==> src/rtl/stack_seq.sv <==
// Stack access sequencer: expands CALL/RET/RETI/PUSH/POP into ordered one-byte
// stack accesses. Optional STACK_CHK_EN adds sticky overflow/underflow flags.
`ifndef WR_RAM_STACK
`define WR_RAM_STACK 4'h2
`endif
`ifndef RD_RAM_STACK
`define RD_RAM_STACK 4'h3
`endif

module stack_seq #(
  parameter int RAM_RD_LAT = 1
) (
  input  logic        clock,
  input  logic        reset,
  input  logic        start_call,
  input  logic        start_ret,
  input  logic        start_reti,
  input  logic        start_push,
  input  logic        start_pop,
  input  logic [15:0] pc,
  input  logic [7:0]  push_data,
  input  logic [7:0]  sp_in,
  input  logic [7:0]  ram_rd_data,
  output logic [3:0]  ram_sel,
  output logic [7:0]  ram_wr_data,
  output logic        busy,
  output logic        done,
  output logic        pc_load,
  output logic [15:0] pc_new,
  output logic        pop_valid,
  output logic [7:0]  pop_data,
  output logic        reti_clr,
  output logic        stack_ovf,
  output logic        stack_unf,
  input  logic        err_clr
);

  localparam logic [3:0] SEL_NONE = 4'h0;
  localparam logic [3:0] SEL_WR   = `WR_RAM_STACK;
  localparam logic [3:0] SEL_RD   = `RD_RAM_STACK;

  if (RAM_RD_LAT != 1) begin : g_lat_chk
    $error("stack_seq: only RAM_RD_LAT == 1 is supported");
  end

  typedef enum logic [3:0] {
    S_IDLE, S_CALL_LO, S_CALL_HI, S_RET_HI, S_RET_LO, S_RET_CAP,
    S_PUSH1, S_POP1, S_POP_CAP, S_DONE
  } state_t;

  state_t      state_q;
  logic [7:0]  pc_hi_q;
  logic        reti_q;
  logic [3:0]  ram_sel_q;
  logic [7:0]  ram_wr_data_q;
  logic        busy_q, done_q, pc_load_q, pop_valid_q, reti_clr_q;
  logic [15:0] pc_new_q;
  logic [7:0]  pop_data_q;

  // Outputs are registered alongside the state they belong to, so each
  // output reflects the state being entered on this edge.
  always_ff @(posedge clock) begin
    if (reset) begin
      state_q       <= S_IDLE;
      pc_hi_q       <= 8'h00;
      reti_q        <= 1'b0;
      ram_sel_q     <= SEL_NONE;
      ram_wr_data_q <= 8'h00;
      busy_q        <= 1'b0;
      done_q        <= 1'b0;
      pc_load_q     <= 1'b0;
      pop_valid_q   <= 1'b0;
      reti_clr_q    <= 1'b0;
      pc_new_q      <= 16'h0000;
      pop_data_q    <= 8'h00;
    end else begin
      ram_sel_q   <= SEL_NONE;
      done_q      <= 1'b0;
      pc_load_q   <= 1'b0;
      pop_valid_q <= 1'b0;
      reti_clr_q  <= 1'b0;
      busy_q      <= 1'b1;
      case (state_q)
        S_IDLE: begin
          busy_q <= 1'b0;
          if (start_call) begin
            state_q       <= S_CALL_LO;
            pc_hi_q       <= pc[15:8];
            ram_sel_q     <= SEL_WR;
            ram_wr_data_q <= pc[7:0];
            busy_q        <= 1'b1;
          end else if (start_reti || start_ret) begin
            state_q   <= S_RET_HI;
            reti_q    <= start_reti;
            ram_sel_q <= SEL_RD;
            busy_q    <= 1'b1;
          end else if (start_push) begin
            state_q       <= S_PUSH1;
            ram_sel_q     <= SEL_WR;
            ram_wr_data_q <= push_data;
            busy_q        <= 1'b1;
          end else if (start_pop) begin
            state_q   <= S_POP1;
            ram_sel_q <= SEL_RD;
            busy_q    <= 1'b1;
          end
        end
        S_CALL_LO: begin
          state_q       <= S_CALL_HI;
          ram_sel_q     <= SEL_WR;
          ram_wr_data_q <= pc_hi_q;
        end
        S_CALL_HI: begin
          state_q <= S_DONE;
          done_q  <= 1'b1;
        end
        S_RET_HI: begin
          state_q   <= S_RET_LO;
          ram_sel_q <= SEL_RD;
        end
        S_RET_LO: begin
          state_q        <= S_RET_CAP;
          pc_new_q[15:8] <= ram_rd_data;
        end
        S_RET_CAP: begin
          state_q       <= S_DONE;
          pc_new_q[7:0] <= ram_rd_data;
          done_q        <= 1'b1;
          pc_load_q     <= 1'b1;
          reti_clr_q    <= reti_q;
        end
        S_PUSH1: begin
          state_q <= S_DONE;
          done_q  <= 1'b1;
        end
        S_POP1: begin
          state_q <= S_POP_CAP;
        end
        S_POP_CAP: begin
          state_q     <= S_DONE;
          pop_data_q  <= ram_rd_data;
          done_q      <= 1'b1;
          pop_valid_q <= 1'b1;
        end
        S_DONE: begin
          state_q <= S_IDLE;
          busy_q  <= 1'b0;
        end
        default: begin
          state_q <= S_IDLE;
          busy_q  <= 1'b0;
        end
      endcase
    end
  end

  assign ram_sel     = ram_sel_q;
  assign ram_wr_data = ram_wr_data_q;
  assign busy        = busy_q;
  assign done        = done_q;
  assign pc_load     = pc_load_q;
  assign pc_new      = pc_new_q;
  assign pop_valid   = pop_valid_q;
  assign pop_data    = pop_data_q;
  assign reti_clr    = reti_clr_q;

`ifdef STACK_CHK_EN
  logic ovf_q, unf_q;

  // A set event in the same cycle as err_clr takes priority.
  always_ff @(posedge clock) begin
    if (reset) begin
      ovf_q <= 1'b0;
      unf_q <= 1'b0;
    end else begin
      if (ram_sel_q == SEL_WR && sp_in == 8'hFF) ovf_q <= 1'b1;
      else if (err_clr)                          ovf_q <= 1'b0;
      if (ram_sel_q == SEL_RD && sp_in <= 8'h07) unf_q <= 1'b1;
      else if (err_clr)                          unf_q <= 1'b0;
    end
  end

  assign stack_ovf = ovf_q;
  assign stack_unf = unf_q;
`else
  logic unused_chk;
  assign unused_chk = ^{err_clr, sp_in};
  assign stack_ovf  = 1'b0;
  assign stack_unf  = 1'b0;
`endif

endmodule

==> config.mk <==
export PLATFORM = sky130hd
export DESIGN_NAME = stack_seq
export DESIGN_NICKNAME = d
export VERILOG_FILES = /design/src/rtl/stack_seq.sv
export SDC_FILE = /design/constraint.sdc
export NUM_CORES = 1
export LEC_CHECK = 0
export ABC_CLOCK_PERIOD_IN_PS = 2800
export CAP_MARGIN = 5
export CORE_ASPECT_RATIO = 1.2
export CORE_MARGIN = 2
export CORE_UTILIZATION = 46
export CTS_CLUSTER_SIZE = 12
export DETAILED_ROUTE_END_ITERATION = 10
export PLACE_DENSITY = 0.85
export SLEW_MARGIN = 15
export SYNTH_ARGS = -nofsm -noshare
export SYNTH_HDL_FRONTEND = slang
export SYNTH_SLANG_ARGS = --single-unit
==> constraint.sdc <==
create_clock -name clock -period 2.8 [get_ports clock]
set_clock_uncertainty 0.15 [all_clocks]
set_input_delay 0.56 -clock clock [delete_from_list [all_inputs] [get_ports clock]]
set_output_delay 0.56 -clock clock [all_outputs]
set_load 0.01 [all_outputs]
==> results.json <==
{
  "status": "finished clean",
  "pwr-share-comb": 0.412,
  "synthArstFlopShare": 0,
  "setup_violations": 0,
  "grt_max_degree": 30,
  "netSwitchingFraction": 0.347,
  "synth.distinct_cells": 32,
  "cap_violations": 0,
  "layout_min_cycle_time_ps": 2140,
  "yosys_warnings": 0,
  "gp_congestion": 0.785,
  "cp.arrival_ps": 2160,
  "synth-edff-count": 0,
  "p_per_area_nw_per_um2": 802,
  "placementRows": 27,
  "placed_cells": 377,
  "diodes": 0,
  "path_class": "input pin to flip-flop",
  "area_growth_pct": 40.7,
  "seqPwrFrac": 0.428,
  "intPower_w": 0.00160,
  "instances_no_fill": 384,
  "clock-root-buffer": "clkbuf_8",
  "ant_nets": 0,
  "tritoncts": "done",
  "grt_usage": 0.193,
  "via_per_inst": 5.21,
  "fp.dieArea_um2": 5290,
  "ir_worst_vdd_mv": 0.489,
  "crit_path_max_incr_delay_ps": 440,
  "drive_above_1_share": 0.0798,
  "cpMaxStageDelayCell": "clkdlybuf4s50_1",
  "wl_per_cell_um": 12.8,
  "ios": 91,
  "fmax_mhz": 467,
  "synth_flop_cell": "dfxtp_1",
  "worstPathMaxFanout": 4,
  "cts_sinks": 52,
  "die_x_um": 66.7,
  "crit_chain": "clkdlybuf4s50_1 -> or3_1 -> or3_1 -> o21ai_1 -> nor3_1",
  "chipHeight_um": 79.3,
  "synth-seq-cells": 52,
  "rsz0062_at_grt": "false",
  "power_switching_w": 0.000851,
  "io_buffers": 77,
  "dr_wl_met2_mm": 2.52,
  "total_power_w": 0.00245,
  "seq_area_frac_synth": 0.479,
  "initial_utilization": 0.476,
  "grt_pass1_wl_mm": 8.02,
  "cts_max_path_buffers": 2,
  "drt_iter0_markers": 110,
  "filler_cell_count": 398,
  "grt_antenna_before_repair": 0,
  "tns_ps": 0,
  "overflow": 0,
  "critical_path.most_common_cell": "or3_1",
  "dr.pass1.iters": 4,
  "clkTransAtPathRegs_ps": 80,
  "dp_hpwl_mm": 3.72,
  "vias": 2002,
  "drc": 0,
  "worstSkewPairLatency_ps": 290,
  "wl_met3_um": 285,
  "syn-cell-area_um2": 2170,
  "hp-class": "flip-flop to flip-flop",
  "met1Wirelength_mm": 1.95,
  "hold_violations": 0,
  "worst_pin_slew_ps": 790,
  "final.period_utilization": 0.764,
  "slew_viol_final": 0,
  "coreArea_um2": 4560,
  "p_clk_frac": 0.160,
  "relSlewSlack": 0.469,
  "postCtsSetupBuffers": 0,
  "final_util": 0.670,
  "crit_path_start_kind": "input pin",
  "end_kind": "flip-flop",
  "cts_htree_levels": 2,
  "final_nets": 374,
  "ctsResizeCount": 0,
  "ctsHoldBuffers": 0,
  "cts_buffers": 5,
  "syn_inst": 252,
  "syn_avg_cell_area_um2": 8.62,
  "maxUsedRoutingLayer": "met4",
  "grt_pass1_vias": 1915,
  "wl_mm": 4.91,
  "critPathRequiredTime_ps": 2820,
  "leakagePower_nw": 1.11
}
## critical path: cells and delay by family
kind	cells	cell delay [ps]
buf+inv	1	440
simple gates	3	880
compound gates	1	280
## kinds of logic (layout without fill, tap and decap cells)
group                  Yosys count  after routing  synth area share
AND/OR/NAND/NOR                 96             96             0.210
AO/OA/AOI/OAI                   55             55             0.137
flip-flops                      52             52             0.479
multiplexers                    25             25             0.120
buffers and inverters           23             94            0.0518
other                            1              4           0.00173
## registers in the layout (all words and copies together) (netlist names)
register,count
pop_valid,1
done,1
pc_new,16
ram_wr_data,8
pc_hi_q,8
state_q,4
reti_clr,1
ram_sel,2
pop_data,8
busy,1
pc_load,1
reti_q,1
## synthesized netlist by cell type (2+ instances only)
library cell | instances | area share
nand2_1 | 51 | 0.088
nor2_1 | 17 | 0.029
and2_1 | 2 | 0.0058
dfxtp_1 | 52 | 0.48
nand3_1 | 2 | 0.0046
clkbuf_1 | 10 | 0.017
inv_1 | 4 | 0.0069
buf_2 | 3 | 0.0069
nor3_1 | 3 | 0.0069
nand2b_1 | 2 | 0.0058
nor4_1 | 2 | 0.0058
buf_4 | 6 | 0.021
mux2_2 | 8 | 0.041
o21ai_0 | 2 | 0.0046
mux2i_1 | 17 | 0.078
a21oi_1 | 37 | 0.085
o21ai_1 | 9 | 0.021
or3_1 | 11 | 0.032
## cell type report
type	instances	area, um^2	share of cell area
Sequential cell	52	1040	0.341
Multi-Input combinational cell	180	1030	0.337
Timing Repair Buffer	83	816	0.267
Tap cell	58	72.6	0.0238
Clock buffer	5	68.8	0.0225
Inverter	4	15.0	0.00491
Clock inverter	2	12.5	0.00410
## power by group through the flow
stage,Combinational (W),Clock (W),Sequential (W)
after global routing,0.00111,0.000431,0.00108
after CTS,0.00102,0.000407,0.00105
after global placement,0.000991,0,0.00106
after detailed placement,0.00101,0,0.00107
final,0.00101,0.000393,0.00105
after floorplan,0.000650,0,0.00104
## layer usage
layer / GRT usage / vias to the layer above
met3: 0.0368 / 12
met2: 0.346 / 84
met1: 0.223 / 911
li1: - / 995
met5: 0 / -
met4: 0.0735 / 0
## metrics by stage
step / setup WS, ps / hold WS [ps] / instance area [um^2]
after floorplan: 963 / 270 / 2180
after CTS: 686 / 309 / 3060
final: 660 / 307 / 3060
after global placement: 427 / 292 / 2970
after global routing: 594 / 335 / 3060
after detailed placement: 402 / 289 / 2970
## cells in the final DEF (no fill, tap or decap), drive strengths merged
cell type      count
dfxtp             52
nand2             51
buf                6
mux2               8
nor4b              1
a22oi              1
nor2              17
clkbuf             5
nor3               4
a211oi             1
inv                4
a21oi             37
nor4               3
nand3b             1
or4                1
mux2i             17
a21o               1
clkdlybuf4s50     77
clkinvlp           1
nand3              2
o32a               1
nor3b              1
nand2b             2
o21ai             11
clkinv             1
a31oi              1
conb               4
a21bo              1
or3               11
o311ai             1
and2               2
## final timing paths
kind,slack [ps],startpoint,cells after the start,end
worst max-delay path,660,start_reti,5,state_q[2]
worst min-delay path,310,reti_q,1,reti_clr
worst max register to register,750,state_q[3],4,ram_wr_data[2]
worst min register to register,310,reti_q,1,reti_clr
Power figures use the tool's default switching activity.
